File: src/rtl/mem_access_unit_if.sv
// rtl/mem_access_unit_if.sv - data-memory request/ack port between mem_access_unit and memory
interface mem_access_unit_if #(
  parameter int DATA_W = 32,
  parameter int ADDR_W = 32
) ();
  localparam int L = DATA_W / 8;

  logic              req;
  logic              wr;
  logic [ADDR_W-1:0] addr;
  logic [L-1:0]      wbe_n;
  logic [DATA_W-1:0] wdata;
  logic              addr_ok;
  logic              data_ok;
  logic [DATA_W-1:0] rdata;

  modport master (
    output req, wr, addr, wbe_n, wdata,
    input  addr_ok, data_ok, rdata
  );

  modport slave (
    input  req, wr, addr, wbe_n, wdata,
    output addr_ok, data_ok, rdata
  );
endinterface

File: src/rtl/mem_access_unit.sv
// rtl/mem_access_unit.sv - latency-tolerant MEM stage with lane extraction, ALE detection and flush
module mem_access_unit #(
  parameter int DATA_W = 32,
  parameter int ADDR_W = 32,
  parameter int TAG_W  = 38
) (
  input  logic              clk,
  input  logic              resetn,
  input  logic              flush_i,
  input  logic              in_valid_i,
  output logic              in_ready_o,
  input  logic              in_load_i,
  input  logic              in_store_i,
  input  logic              in_signed_i,
  input  logic [1:0]        in_size_i,
  input  logic [ADDR_W-1:0] in_addr_i,
  input  logic [DATA_W-1:0] in_wdata_i,
  input  logic [TAG_W-1:0]  in_tag_i,
  mem_access_unit_if.master dm,
  output logic              out_valid_o,
  input  logic              out_ready_i,
  output logic [DATA_W-1:0] out_result_o,
  output logic [TAG_W-1:0]  out_tag_o,
  output logic              out_ale_o,
  output logic              busy_o
);
  localparam int L     = DATA_W / 8;
  localparam int OFS_W = $clog2(L);

  typedef enum logic [2:0] {S_IDLE, S_REQ, S_WAIT, S_DONE, S_DRAIN} state_e;

  state_e            state_q, state_d;
  logic              wr_q, wr_d;
  logic              load_q, load_d;
  logic              signed_q, signed_d;
  logic [1:0]        size_q, size_d;
  logic [ADDR_W-1:0] addr_q, addr_d;
  logic [L-1:0]      wbe_n_q, wbe_n_d;
  logic [DATA_W-1:0] wdata_q, wdata_d;
  logic [TAG_W-1:0]  tag_q, tag_d;
  logic [DATA_W-1:0] result_q, result_d;
  logic              ale_q, ale_d;

  logic [1:0]        size_eff;
  logic              misaligned;
  logic              go_mem;
  logic              accept;
  logic [L-1:0]      lane_mask;
  logic [DATA_W-1:0] wdata_rep;
  logic [DATA_W-1:0] rd_shift;
  logic [DATA_W-1:0] rd_ext;
  logic              rd_sign;
  int                nbits;

  // Dword is reserved on a 32-bit datapath and behaves as a word.
  assign size_eff = (DATA_W == 32 && in_size_i == 2'd3) ? 2'd2 : in_size_i;

  always_comb begin
    misaligned = 1'b0;
    lane_mask  = '1;
    wdata_rep  = in_wdata_i;
    case (size_eff)
      2'd0: begin
        lane_mask = L'(1);
        for (int i = 0; i < L; i++) wdata_rep[8*i +: 8] = in_wdata_i[7:0];
      end
      2'd1: begin
        misaligned = in_addr_i[0];
        lane_mask  = L'(3);
        for (int i = 0; i < L / 2; i++) wdata_rep[16*i +: 16] = in_wdata_i[15:0];
      end
      2'd2: begin
        misaligned = |in_addr_i[1:0];
        lane_mask  = L'(15);
        for (int i = 0; i < L / 4; i++) wdata_rep[32*i +: 32] = in_wdata_i[31:0];
      end
      default: misaligned = |in_addr_i[2:0];
    endcase
  end

  assign go_mem     = (in_load_i | in_store_i) & ~misaligned;
  assign in_ready_o = ~flush_i & ((state_q == S_IDLE) | ((state_q == S_DONE) & out_ready_i));
  assign accept     = in_valid_i & in_ready_o;

  // Load extraction: move the addressed lanes down, then sign/zero-extend above the access size.
  always_comb begin
    rd_shift = dm.rdata >> {addr_q[OFS_W-1:0], 3'b000};
    nbits    = 8 << size_q;
    case (size_q)
      2'd0:    rd_sign = signed_q & rd_shift[7];
      2'd1:    rd_sign = signed_q & rd_shift[15];
      2'd2:    rd_sign = signed_q & rd_shift[31];
      default: rd_sign = signed_q & rd_shift[DATA_W-1];
    endcase
    for (int i = 0; i < DATA_W; i++) rd_ext[i] = (i < nbits) ? rd_shift[i] : rd_sign;
  end

  always_comb begin
    state_d  = state_q;
    wr_d     = wr_q;
    load_d   = load_q;
    signed_d = signed_q;
    size_d   = size_q;
    addr_d   = addr_q;
    wbe_n_d  = wbe_n_q;
    wdata_d  = wdata_q;
    tag_d    = tag_q;
    result_d = result_q;
    ale_d    = ale_q;

    case (state_q)
      S_REQ: begin
        if (flush_i)         state_d = dm.addr_ok ? S_DRAIN : S_IDLE;
        else if (dm.addr_ok) state_d = S_WAIT;
      end
      S_WAIT: begin
        if (dm.data_ok) begin
          state_d  = flush_i ? S_IDLE : S_DONE;
          result_d = load_q ? rd_ext : DATA_W'(addr_q);
        end else if (flush_i) begin
          state_d = S_DRAIN;
        end
      end
      S_DONE: begin
        if (flush_i || out_ready_i) state_d = S_IDLE;
      end
      S_DRAIN: begin
        if (dm.data_ok) state_d = S_IDLE;
      end
      default: ;
    endcase

    // Accepting overrides the DONE->IDLE step so back-to-back ops lose no cycle.
    if (accept) begin
      state_d  = go_mem ? S_REQ : S_DONE;
      wr_d     = in_store_i & go_mem;
      load_d   = in_load_i;
      signed_d = in_signed_i;
      size_d   = size_eff;
      addr_d   = in_addr_i;
      wbe_n_d  = ~(lane_mask << in_addr_i[OFS_W-1:0]);
      wdata_d  = wdata_rep;
      tag_d    = in_tag_i;
      result_d = DATA_W'(in_addr_i);
      ale_d    = (in_load_i | in_store_i) & misaligned;
    end
  end

  always_ff @(posedge clk) begin
    if (!resetn) begin
      state_q  <= S_IDLE;
      wr_q     <= 1'b0;
      load_q   <= 1'b0;
      signed_q <= 1'b0;
      size_q   <= 2'd0;
      addr_q   <= '0;
      wbe_n_q  <= '1;
      wdata_q  <= '0;
      tag_q    <= '0;
      result_q <= '0;
      ale_q    <= 1'b0;
    end else begin
      state_q  <= state_d;
      wr_q     <= wr_d;
      load_q   <= load_d;
      signed_q <= signed_d;
      size_q   <= size_d;
      addr_q   <= addr_d;
      wbe_n_q  <= wbe_n_d;
      wdata_q  <= wdata_d;
      tag_q    <= tag_d;
      result_q <= result_d;
      ale_q    <= ale_d;
    end
  end

  assign dm.req       = (state_q == S_REQ);
  assign dm.wr        = wr_q;
  assign dm.addr      = addr_q;
  assign dm.wbe_n     = wbe_n_q;
  assign dm.wdata     = wdata_q;
  assign out_valid_o  = (state_q == S_DONE);
  assign out_result_o = result_q;
  assign out_tag_o    = tag_q;
  assign out_ale_o    = ale_q;
  assign busy_o       = (state_q != S_IDLE);
endmodule

File: src/flat_wrapper.sv
// flat-port wrapper written by rule: the top's interface ports become plain ports
module mem_access_unit_flat 
#(
  parameter int DATA_W = 32,
  parameter int ADDR_W = 32,
  parameter int TAG_W  = 38
)
  (clk, resetn, flush_i, in_valid_i, in_ready_o, in_load_i, in_store_i, in_signed_i, in_size_i, in_addr_i, in_wdata_i, in_tag_i, out_valid_o, out_ready_i, out_result_o, out_tag_o, out_ale_o, busy_o, dm_req, dm_wr, dm_addr, dm_wbe_n, dm_wdata, dm_addr_ok, dm_data_ok, dm_rdata);
  mem_access_unit_if #(.DATA_W(DATA_W), .ADDR_W(ADDR_W)) dm_i ();
  input  logic clk;
  input  logic resetn;
  input  logic flush_i;
  input  logic in_valid_i;
  output logic in_ready_o;
  input  logic in_load_i;
  input  logic in_store_i;
  input  logic in_signed_i;
  input  logic [1:0] in_size_i;
  input  logic [ADDR_W-1:0] in_addr_i;
  input  logic [DATA_W-1:0] in_wdata_i;
  input  logic [TAG_W-1:0] in_tag_i;
  output logic out_valid_o;
  input  logic out_ready_i;
  output logic [DATA_W-1:0] out_result_o;
  output logic [TAG_W-1:0] out_tag_o;
  output logic out_ale_o;
  output logic busy_o;
  output wire logic [$bits(dm_i.req)-1:0] dm_req;
  output wire logic [$bits(dm_i.wr)-1:0] dm_wr;
  output wire logic [$bits(dm_i.addr)-1:0] dm_addr;
  output wire logic [$bits(dm_i.wbe_n)-1:0] dm_wbe_n;
  output wire logic [$bits(dm_i.wdata)-1:0] dm_wdata;
  input wire logic [$bits(dm_i.addr_ok)-1:0] dm_addr_ok;
  input wire logic [$bits(dm_i.data_ok)-1:0] dm_data_ok;
  input wire logic [$bits(dm_i.rdata)-1:0] dm_rdata;
  assign dm_req = dm_i.req;
  assign dm_wr = dm_i.wr;
  assign dm_addr = dm_i.addr;
  assign dm_wbe_n = dm_i.wbe_n;
  assign dm_wdata = dm_i.wdata;
  assign dm_i.addr_ok = dm_addr_ok;
  assign dm_i.data_ok = dm_data_ok;
  assign dm_i.rdata = dm_rdata;
  mem_access_unit #(.DATA_W(DATA_W), .ADDR_W(ADDR_W), .TAG_W(TAG_W)) u_core (.clk(clk), .resetn(resetn), .flush_i(flush_i), .in_valid_i(in_valid_i), .in_ready_o(in_ready_o), .in_load_i(in_load_i), .in_store_i(in_store_i), .in_signed_i(in_signed_i), .in_size_i(in_size_i), .in_addr_i(in_addr_i), .in_wdata_i(in_wdata_i), .in_tag_i(in_tag_i), .dm(dm_i), .out_valid_o(out_valid_o), .out_ready_i(out_ready_i), .out_result_o(out_result_o), .out_tag_o(out_tag_o), .out_ale_o(out_ale_o), .busy_o(busy_o));
endmodule
File: config.mk
export PLATFORM = sky130hd
export DESIGN_NAME = mem_access_unit_flat
export DESIGN_NICKNAME = d
export VERILOG_FILES = /design/src/rtl/mem_access_unit_if.sv /design/src/rtl/mem_access_unit.sv /design/src/flat_wrapper.sv
export SDC_FILE = /design/constraint.sdc
export NUM_CORES = 1
export LEC_CHECK = 0
export ABC_CLOCK_PERIOD_IN_PS = 2500
export CAP_MARGIN = 20
export CORE_MARGIN = 1.5
export CORE_UTILIZATION = 25
export CTS_CLUSTER_SIZE = 30
export DETAILED_ROUTE_END_ITERATION = 10
export PLACE_DENSITY_LB_ADDON = 0.2
export SLEW_MARGIN = 20
export SYNTH_ARGS = -nofsm -noshare
export SYNTH_HDL_FRONTEND = slang
export SYNTH_SLANG_ARGS = --single-unit
File: constraint.sdc
create_clock -name clk -period 2.5 [get_ports clk]
set_input_delay 0.625 -clock clk [delete_from_list [all_inputs] [get_ports clk]]
set_output_delay 0.625 -clock clk [all_outputs]
set_load 0.01 [all_outputs]
; After elaboration in Yosys (flattened, before gate mapping)
; Cells that the tools add are included.
[word_totals]
reg_bits = 147
inputBits = 146
[classes]
n_eq_ne = 12
bitwise = 14
shifts = 3
muxes = 52
reduce_logical = 12
magnitude_cmp = 32
[op_table]
columns = op, n
row1 = $lt A6 B32 Y1 const A, 16
row2 = $lt A5 B32 Y1 const A, 8
row3 = $lt A4 B32 Y1 const A, 4
row4 = $mux W32, 4
row5 = $lt A3 B32 Y1 const A, 2
row6 = $pmux W32 S2, 1
row7 = $lt A1 B32 Y1 const A, 1
row8 = $lt A2 B32 Y1 const A, 1
row9 = $mux W1, 32
row10 = $shl A4 B2 Y32 const A, 1
row11 = $shr A32 B5 Y32, 1
row12 = $mux W3, 8
row13 = $pmux W3 S4, 1
row14 = $and A1 B1 Y1, 9
row15 = $pmux W4 S2, 1
row16 = $eq A3 B2 Y1 const B, 2
row17 = $mux W2, 3
row18 = $reduce_and A5 Y1, 1
row19 = $reduce_bool A5 Y1, 1
row20 = $eq A2 B1 Y1 const B, 2
row21 = $eq A2 B2 Y1 const B, 2
row22 = $logic_not A2 Y1, 2
row23 = $ne A4 B2 Y1 const B, 1
row24 = $ne A4 B3 Y1 const B, 1
row25 = other kinds (17), 20

; Depth between registers and ports, before layout
; Gate-level depths: netlist of run 1.
[depth]
depth_word = 8
ltp_mapped = 8
ltp_nobuf = 5

; Worst setup path before layout of run 1
; No wires, ideal clock.
[synth_path]
path_type = input to register
from = input port dm_rdata[7]
to = register u_core.result_q[13], in the netlist u_core.out_result_o[13]
arrival_time_ps = 1781
path_buffers = 0
stages = 5
setup_slack_ps = 602
required_time_ps = 2383
cell_sequence = mux2_4 > mux2_4 > a32oi_4 > o211ai_1 > a32o_1
[synth_via]
elab_chain_cells = 8
elab_cells_between_ends = 10
[synth_rtl]
columns = item, line
row1 = "start, declared", flat_wrapper.sv:35  ; input wire logic [$bits(dm_i.rdata)-1:0] dm_rdata;
row2 = $shr A32 B5 Y32 (*), mem_access_unit.sv:87  ; rd_shift = dm.rdata >> {addr_q[OFS_W-1:0], 3'b000};
row3 = "$and A1 B1 Y1, on equally long branches", n/a
row4 = $pmux W1 S2 (*), mem_access_unit.sv:89  ; case (size_q)
row5 = $mux W1 (*), mem_access_unit.sv:95  ; for (int i = 0; i < DATA_W; i++) rd_ext[i] = (i < nbits) ? rd_shift[i] : rd_sign;
row6 = $mux W32 (*), mem_access_unit.sv:119  ; result_d = load_q ? rd_ext : DATA_W'(addr_q);
row7 = $mux W32 (*), mem_access_unit.sv:117  ; if (dm.data_ok) begin
row8 = $mux W32 (*), mem_access_unit.sv:111  ; case (state_q)
row9 = $mux W32 (*), mem_access_unit.sv:134  ; if (accept) begin
row10 = "end signal, assigned", mem_access_unit.sv:172  ; result_q <= result_d;
row11 = "end, declared", mem_access_unit.sv:41  ; logic [DATA_W-1:0] result_q, result_d;
; Mark *: on every way between the ends. The rest lies on a longest branch, timed or not. The select of a mux whose other input is x is not followed.
; A chain may end at the register's enable or synchronous reset.

; Worst setup path after layout of run 1
[layout_path]
from = register u_core.state_q[2]
to = output port busy_o
[layout_via]
elab_chain_cells = 1
[layout_rtl]
columns = item, line
row1 = "start, declared", mem_access_unit.sv:32  ; state_e state_q, state_d;
row2 = "start signal, assigned", mem_access_unit.sv:163  ; state_q <= state_d;
row3 = $reduce_bool A3 Y1, mem_access_unit.sv:186  ; assign busy_o = (state_q != S_IDLE);
row4 = "end, declared", flat_wrapper.sv:27  ; output logic busy_o;
; Every way passes these cells.

==> results of run 1 <==
cell families after synthesis:
logic type	Yosys count	share of synthesized area (%)
AND/OR/NAND/NOR	332	20.6
AO/OA/AOI/OAI	252	24.8
buffers and inverters	84	5.57
XOR/XNOR	1	0.128
multiplexers	37	5.81
flip-flops	147	43.1
worst max-delay path, delay by kind of cell (launching register included):
kind                   cells  cell delay, ps
buffers and inverters      1             480
and+or+nand+nor            1             380
DFF                        1             420
cell type report:
type                    instances  share of cell area (%)
repair buffers                330                    30.9
clock inverters                12                    1.34
flip-flops and latches        147                    27.1
well taps                     341                    3.92
diodes                          1                  0.0230
multi-input cells             622                    32.4
clock buffers                  20                    4.20
inverters                       4                   0.161
state kept, by name, summed over array words and instances, names as in the netlist:
signal,cells
u_core.state_q,3
u_core.dm.addr,32
u_core.out_ale_o,1
u_core.out_result_o,32
u_core.dm.wbe_n,4
u_core.size_q,2
u_core.out_tag_o,38
u_core.load_q,1
u_core.dm.wr,1
u_core.signed_q,1
u_core.dm.wdata,32
power by group:
part | leakage [nW] | total [mW] | switching [mW] | internal, mW
clock network | 0.286 | 2.67 | 1.13 | 1.55
registers | 1.20 | 2.66 | 0.129 | 2.53
logic | 2.38 | 1.66 | 0.786 | 0.870
total | 3.87 | 6.99 | 2.04 | 4.94
worst min-delay path by stage:
stage	start	to	depth (start not counted)	slack (ps)
floorplan	u_core.size_q[1]	u_core.size_q[1]	2	470
global placement	u_core.out_tag_o[17]	u_core.out_tag_o[17]	2	440
detailed placement	u_core.out_tag_o[17]	u_core.out_tag_o[17]	2	450
CTS	u_core.out_tag_o[17]	u_core.out_tag_o[17]	2	450
global route	u_core.out_tag_o[8]	u_core.out_tag_o[8]	2	470
finish	u_core.out_tag_o[17]	u_core.out_tag_o[17]	2	450
repair_timing:
action,CTS,global route
gates resized for setup,1,1
endpoints found under the hold margin,0,0
endpoints found under the setup margin,1,1
stage by stage:
stage	utilization (%)	cells	hold WS, ps	setup TNS [ps]	total power, mW
after detailed placement	38.2	1444	447	-389	4.38
after global placement	38.2	1444	441	-204	4.37
final	40.5	1477	454	0	6.99
after global routing	40.5	1476	474	0	7.33
after floorplan	-	853	469	0	3.44
after CTS	40.5	1476	455	0	7.08
synthesized netlist by cell type (2+ instances only):
cell / count / area (sq um)
a32o_1: 2 / 20.0
nor2_1: 44 / 165
a21boi_0: 2 / 15.0
nand3b_1: 4 / 30.0
or3_1: 14 / 87.6
o211a_1: 6 / 60.1
and3_1: 2 / 12.5
inv_1: 4 / 15.0
buf_2: 25 / 125
dfxtp_1: 147 / 2940
o31a_1: 8 / 70.1
o32ai_1: 2 / 17.5
o211ai_1: 16 / 120
a31oi_1: 2 / 12.5
o21ai_0: 33 / 165
mux2_4: 3 / 45.0
buf_1: 4 / 15.0
a21oi_1: 115 / 576
a311oi_1: 17 / 149
buf_6: 4 / 45.0
o22ai_1: 5 / 31.3
a211o_1: 5 / 43.8
nor3_1: 15 / 75.1
o21a_1: 2 / 15.0
clkbuf_1: 46 / 173
a221oi_2: 9 / 135
a211oi_1: 10 / 75.1
a311o_1: 5 / 50.1
nand2b_1: 3 / 18.8
mux2i_1: 25 / 250
nand2_1: 225 / 845
nand3_1: 3 / 15.0
nor2b_1: 15 / 93.8
o2111ai_1: 7 / 61.3
mux2_2: 9 / 101
cell usage in the layout (no fill, tap or decap), drive strengths merged, types with 15 or more instances in the layout:
cell and n:
nor2b 15, a311oi 17, clkbuf 20, dfxtp 147, nand2 225, o211ai 17
clkdlybuf4s50 288, a21oi 115, nor2 45, buf 41, mux2i 25, o21ai 33
nor3 15
metal layers:
metal / up-vias / wire (um) / track usage [%]
li1: 3535 / - / -
met1: 3303 / 11600 / 23.4
met2: 257 / 12200 / 30.4
met4: 10 / 312 / 4.35
met5: - / 62 / 0
met3: 26 / 2590 / 8.02
==> results.json, run 1 <==
{
  "synth_edf_count": 0,
  "crit_type": "flop to output port",
  "finalSetupViolations": 0,
  "ys_warn_count": 0,
  "io_pins": 290,
  "overflow": 0,
  "initial_utilization_pct": 25.4,
  "r2r-start": "u_core.dm.addr[1]",
  "drtIter0Drc": 379,
  "grt_max_degree": 75,
  "die-area_sq_um": 28300,
  "ys_ff_latch": 147,
  "ant_nets": 0,
  "synthDistinctLibCells": 50,
  "worstPathArrival_ps": 1700,
  "multi_input_area_sq_um": 3530,
  "post-route-cell-area_sq_um": 10900,
  "maxCapViolations": 0,
  "maxSlewViolCount": 0,
  "seqCellArea_sq_um": 2950,
  "period_minus_slack_ps": 2320,
  "slowest_delay_ps": 480,
  "crit_start": "u_core.state_q[2]",
  "clk_latency_ps": 430,
  "pre_cts_slack_ps": -45.5,
  "powerDensity_nw_per_um2": 642,
  "root_buffer": "clkbuf_16",
  "drc": 0,
  "outcome": "finished clean",
  "drt_wl_total_um": 26800,
  "avgSynthCellArea_sq_um": 8.01,
  "grt_pass1_vias": 7003,
  "hold_violations": 0,
  "rsz0062_at_grt": "false",
  "clk_pin_slew_ps": 60,
  "syn_area_sq_um": 6830,
  "cts_buffers": 17,
  "r2r_setup_slack_ps": 460,
  "dp_hpwl_um": 19300,
  "worstPathCellList": "or3_1, clkdlybuf4s50_1",
  "cts_hold_buf": 0,
  "clockBufferDepth": 2,
  "die-width_um": 168,
  "skew_ps": 6.68,
  "synth_flop_cell": "dfxtp_1",
  "vias": 7131,
  "worstHoldPathType": "flop to flop",
  "fin_crit_sh_pct": 93.0,
  "critPathLaunchType": "flop",
  "antenna_found_initial": 6,
  "crit_required_ps": 1880,
  "crit_path_end": "busy_o",
  "syn_inst": 853,
  "power.leakage_nw": 3.87,
  "async_flop_share_pct": 0,
  "rows": 60,
  "vias_per_cell": 4.83,
  "die_y_um": 168,
  "wl_per_cell_um": 18.2,
  "syn_to_final_growth_pct": 59.4,
  "ir_worst_vdd_v": 0.000435,
  "placed_area_sq_um": 10300,
  "regToRegEndpoint": "u_core.out_result_o[29]",
  "drive_above_1_share_pct": 9.16,
  "fin_nets": 1268,
  "layout_setup_ws_ps": 175,
  "worst_pin_slew_ps": 653,
  "critPathCaptureType": "output port",
  "syn_nets": 999,
  "cts.sinks": 147,
  "synth-seq-area-share_pct": 43.1,
  "routabilityCongestion": 0.775,
  "ff2ff_path_depth": 6,
  "drt-pass1-iter-count": 5,
  "max_slew_margin_pct": 56.3,
  "grt.total_usage_pct": 18.9,
  "fmax_mhz": 430,
  "cts_tree": "done",
  "cpMaxStageDelayCell": "clkdlybuf4s50_1",
  "htreeDepth": 4,
  "grt_pass1_wl_um": 41300,
  "worstPathMaxFanout": 13,
  "io_buffer_count": 289,
  "core_sq_um": 26900,
  "postCtsSetupRepairBufs": 0,
  "nFillCells": 2810
}
Power figures use the tool's default switching activity.
==> inputs of run 2 (changes only) <==
--- a/config.mk
+++ b/config.mk
@@ -5,10 +5,13 @@
 export SDC_FILE = /design/constraint.sdc
 export NUM_CORES = 1
 export LEC_CHECK = 0
+export ABC_AREA = 1
 export ABC_CLOCK_PERIOD_IN_PS = 2500
 export CAP_MARGIN = 20
+export CELL_PAD_IN_SITES_DETAIL_PLACEMENT = 2
+export CELL_PAD_IN_SITES_GLOBAL_PLACEMENT = 2
 export CORE_MARGIN = 1.5
-export CORE_UTILIZATION = 25
+export CORE_UTILIZATION = 22
 export CTS_CLUSTER_SIZE = 30
 export DETAILED_ROUTE_END_ITERATION = 10
 export PLACE_DENSITY_LB_ADDON = 0.2
==> results.json, run 2 <==
{
  "mostFrequentLayoutCells": "360 x nand2_1, 287 x clkdlybuf4s50_1, 155 x a21oi_1, 147 x dfxtp_1, 81 x o21ai_0",
  "ff2ff_path_depth": 7,
  "grt_pass1_wl_um": 46400,
  "placed_area_sq_um": 10000,
  "critPathCaptureType": "output port",
  "io_pins": 290,
  "skew_ps": 18.2,
  "vias_per_cell": 4.64,
  "synth.area.top_cells": "dfxtp_1 44%, nand2_1 20%, a21oi_1 12%",
  "pre_cts_slack_ps": -120,
  "synth_flop_cell": "dfxtp_1",
  "crit_required_ps": 1880,
  "overflow": 0,
  "fin_crit_sh_pct": 95.0,
  "r2r_setup_slack_ps": 420,
  "root_buffer": "clkbuf_16",
  "synth_compound_area_share_pct": 21.7,
  "grt_pass1_vias": 8344,
  "worst_pin_slew_ps": 688,
  "drt_wl_total_um": 30300,
  "critPathLaunchType": "flop",
  "die_y_um": 177,
  "power.leakage_nw": 4.25,
  "core_sq_um": 29800,
  "ant_nets": 0,
  "syn_area_sq_um": 6680,
  "drtIter0Drc": 299,
  "syn_to_final_growth_pct": 58.6,
  "synth_fa_ha_area_share_pct": 0,
  "clockBufferDepth": 2,
  "max_slew_margin_pct": 54.1,
  "worstPathArrival_ps": 1750,
  "drt-pass1-iter-count": 4,
  "synthTopCellsByCount": "360 x nand2_1, 155 x a21oi_1, 147 x dfxtp_1",
  "ir_worst_vdd_v": 0.000423,
  "layout_setup_ws_ps": 126,
  "cpMaxStageDelayCell": "clkdlybuf4s50_1",
  "worstPathMaxFanout": 4,
  "grt_max_degree": 55,
  "rsz0062_at_grt": "false",
  "io_buffer_count": 289,
  "min_path_cells": 2,
  "clk_pin_slew_ps": 60,
  "drc": 0,
  "synthMuxAreaShare_pct": 0,
  "final_cells": 1650,
  "die-width_um": 177,
  "finalPower_mw": 9.04,
  "routabilityCongestion": 0.792,
  "r2r-start": "u_core.dm.addr[1]",
  "regToRegEndpoint": "u_core.out_result_o[25]",
  "initial_utilization_pct": 22.4,
  "place_inst": 1617,
  "syn_nets": 1125,
  "synth_edf_count": 0,
  "wl_per_cell_um": 18.4,
  "period_minus_slack_ps": 2370,
  "ys_warn_count": 0,
  "largest_reg_flops": 38,
  "outcome": "finished clean",
  "async_flop_share_pct": 0,
  "synth_top_family_by_area": "simple AND/OR/NAND/NOR gates",
  "grt.total_usage_pct": 19.2,
  "final_common_cell": "nand2_1",
  "ys_ff_latch": 147,
  "synth-seq-area-share_pct": 44.0,
  "cts.sinks": 147,
  "maxCapViolations": 0,
  "vias": 7657,
  "powerDensity_nw_per_um2": 853,
  "synth-simple-area-share_pct": 25.6,
  "avgSynthCellArea_sq_um": 6.82,
  "fmax_mhz": 421,
  "cts_tree": "done",
  "post-route-cell-area_sq_um": 10600,
  "hold_path_end": "u_core.dm.wdata[1]",
  "rows": 63,
  "yosysMostFrequentCell": "nand2_1",
  "synthDistinctLibCells": 24,
  "cts_buffers": 17,
  "crit_type": "flop to output port",
  "maxSlewViolCount": 0,
  "synth_top_area_cell": "dfxtp_1",
  "slowest_delay_ps": 600,
  "worstPathCellList": "inv_1, nor3_1, clkdlybuf4s50_1",
  "finalSetupViolations": 0,
  "worstHoldPathType": "flop to flop",
  "synthXorXnorAreaFrac_pct": 0,
  "cts_hold_buf": 0,
  "hold_violations": 0,
  "yosys.area.top_type_share_pct": 44.0,
  "clk_latency_ps": 440,
  "htreeDepth": 4,
  "fin_nets": 1392,
  "hp-start": "u_core.dm.wdata[1]",
  "antenna_found_initial": 2,
  "dp_hpwl_um": 22100,
  "drive_above_1_share_pct": 5.64,
  "die-area_sq_um": 31400,
  "syn_inst": 979
}
==> run 2: worst max-delay path by stage <==
| stage | start | to | slack [ps] | depth (start not counted) |
|---|---|---|---|---|
| finish | u_core.state_q[0] | dm_req | 130 | 3 |
| global route | u_core.state_q[0] | dm_req | 30 | 3 |
| CTS | u_core.state_q[0] | dm_req | 100 | 3 |
| detailed placement | out_ready_i | in_ready_o | -120 | 6 |
| global placement | out_ready_i | in_ready_o | -80 | 6 |
| floorplan | out_ready_i | in_ready_o | 860 | 4 |
==> run 2: cell families (layout without fill, tap and decap cells) <==
family,after synthesis,count (layout)
buffers and inverters,126,406
and+or+nand+nor,434,434
other,0,1
AOI/OAI and AO/OA,272,272
DFF,147,147
==> run 2: per-stage QoR <==
step	setup TNS (ps)	hold slack, ps	util, %
floorplan	0	469	-
global placement	-78.9	431	33.6
detailed placement	-120	436	33.6
CTS	0	452	35.6
global route	0	485	35.6
finish	0	448	35.6
==> run 2: power by group <==
group          total (mW)  internal, mW  switching (mW)
combinational        3.29          1.56            1.73
clock                2.65          1.46            1.19
sequential           3.10          2.82           0.283
==> run 2: routing by layer <==
layer | GRT usage, % | wire length, um | share of wire (%) | up-vias
met5 | 0 | 13 | 0.043 | -
met1 | 22.6 | 12900 | 42 | 3692
met3 | 7.62 | 2500 | 8.2 | 26
met2 | 33.0 | 14600 | 48 | 192
met4 | 3.99 | 341 | 1.1 | 2
li1 | - | - | - | 3745
==> run 2: critical path, delay by kind of cell, from the launching register on <==
kind | cells | cell delay [ps]
buf+inv | 2 | 710
flops | 1 | 390
simple gates | 1 | 230
==> run 2: layout make-up <==
type / count / area (sq um)
clock buffers: 19 / 453
inverters: 60 / 229
well taps: 390 / 488
flip-flops and latches: 147 / 2940
clock inverters: 13 / 140
repair buffers: 314 / 3170
fillers: 3475 / 19200
multi-input cells: 706 / 3170
diodes: 1 / 2.50
==> run 2: what timing repair did <==
action,in CTS,in global routing
buffers inserted,0,0
setup endpoints to repair,1,0
resized for setup,1,0
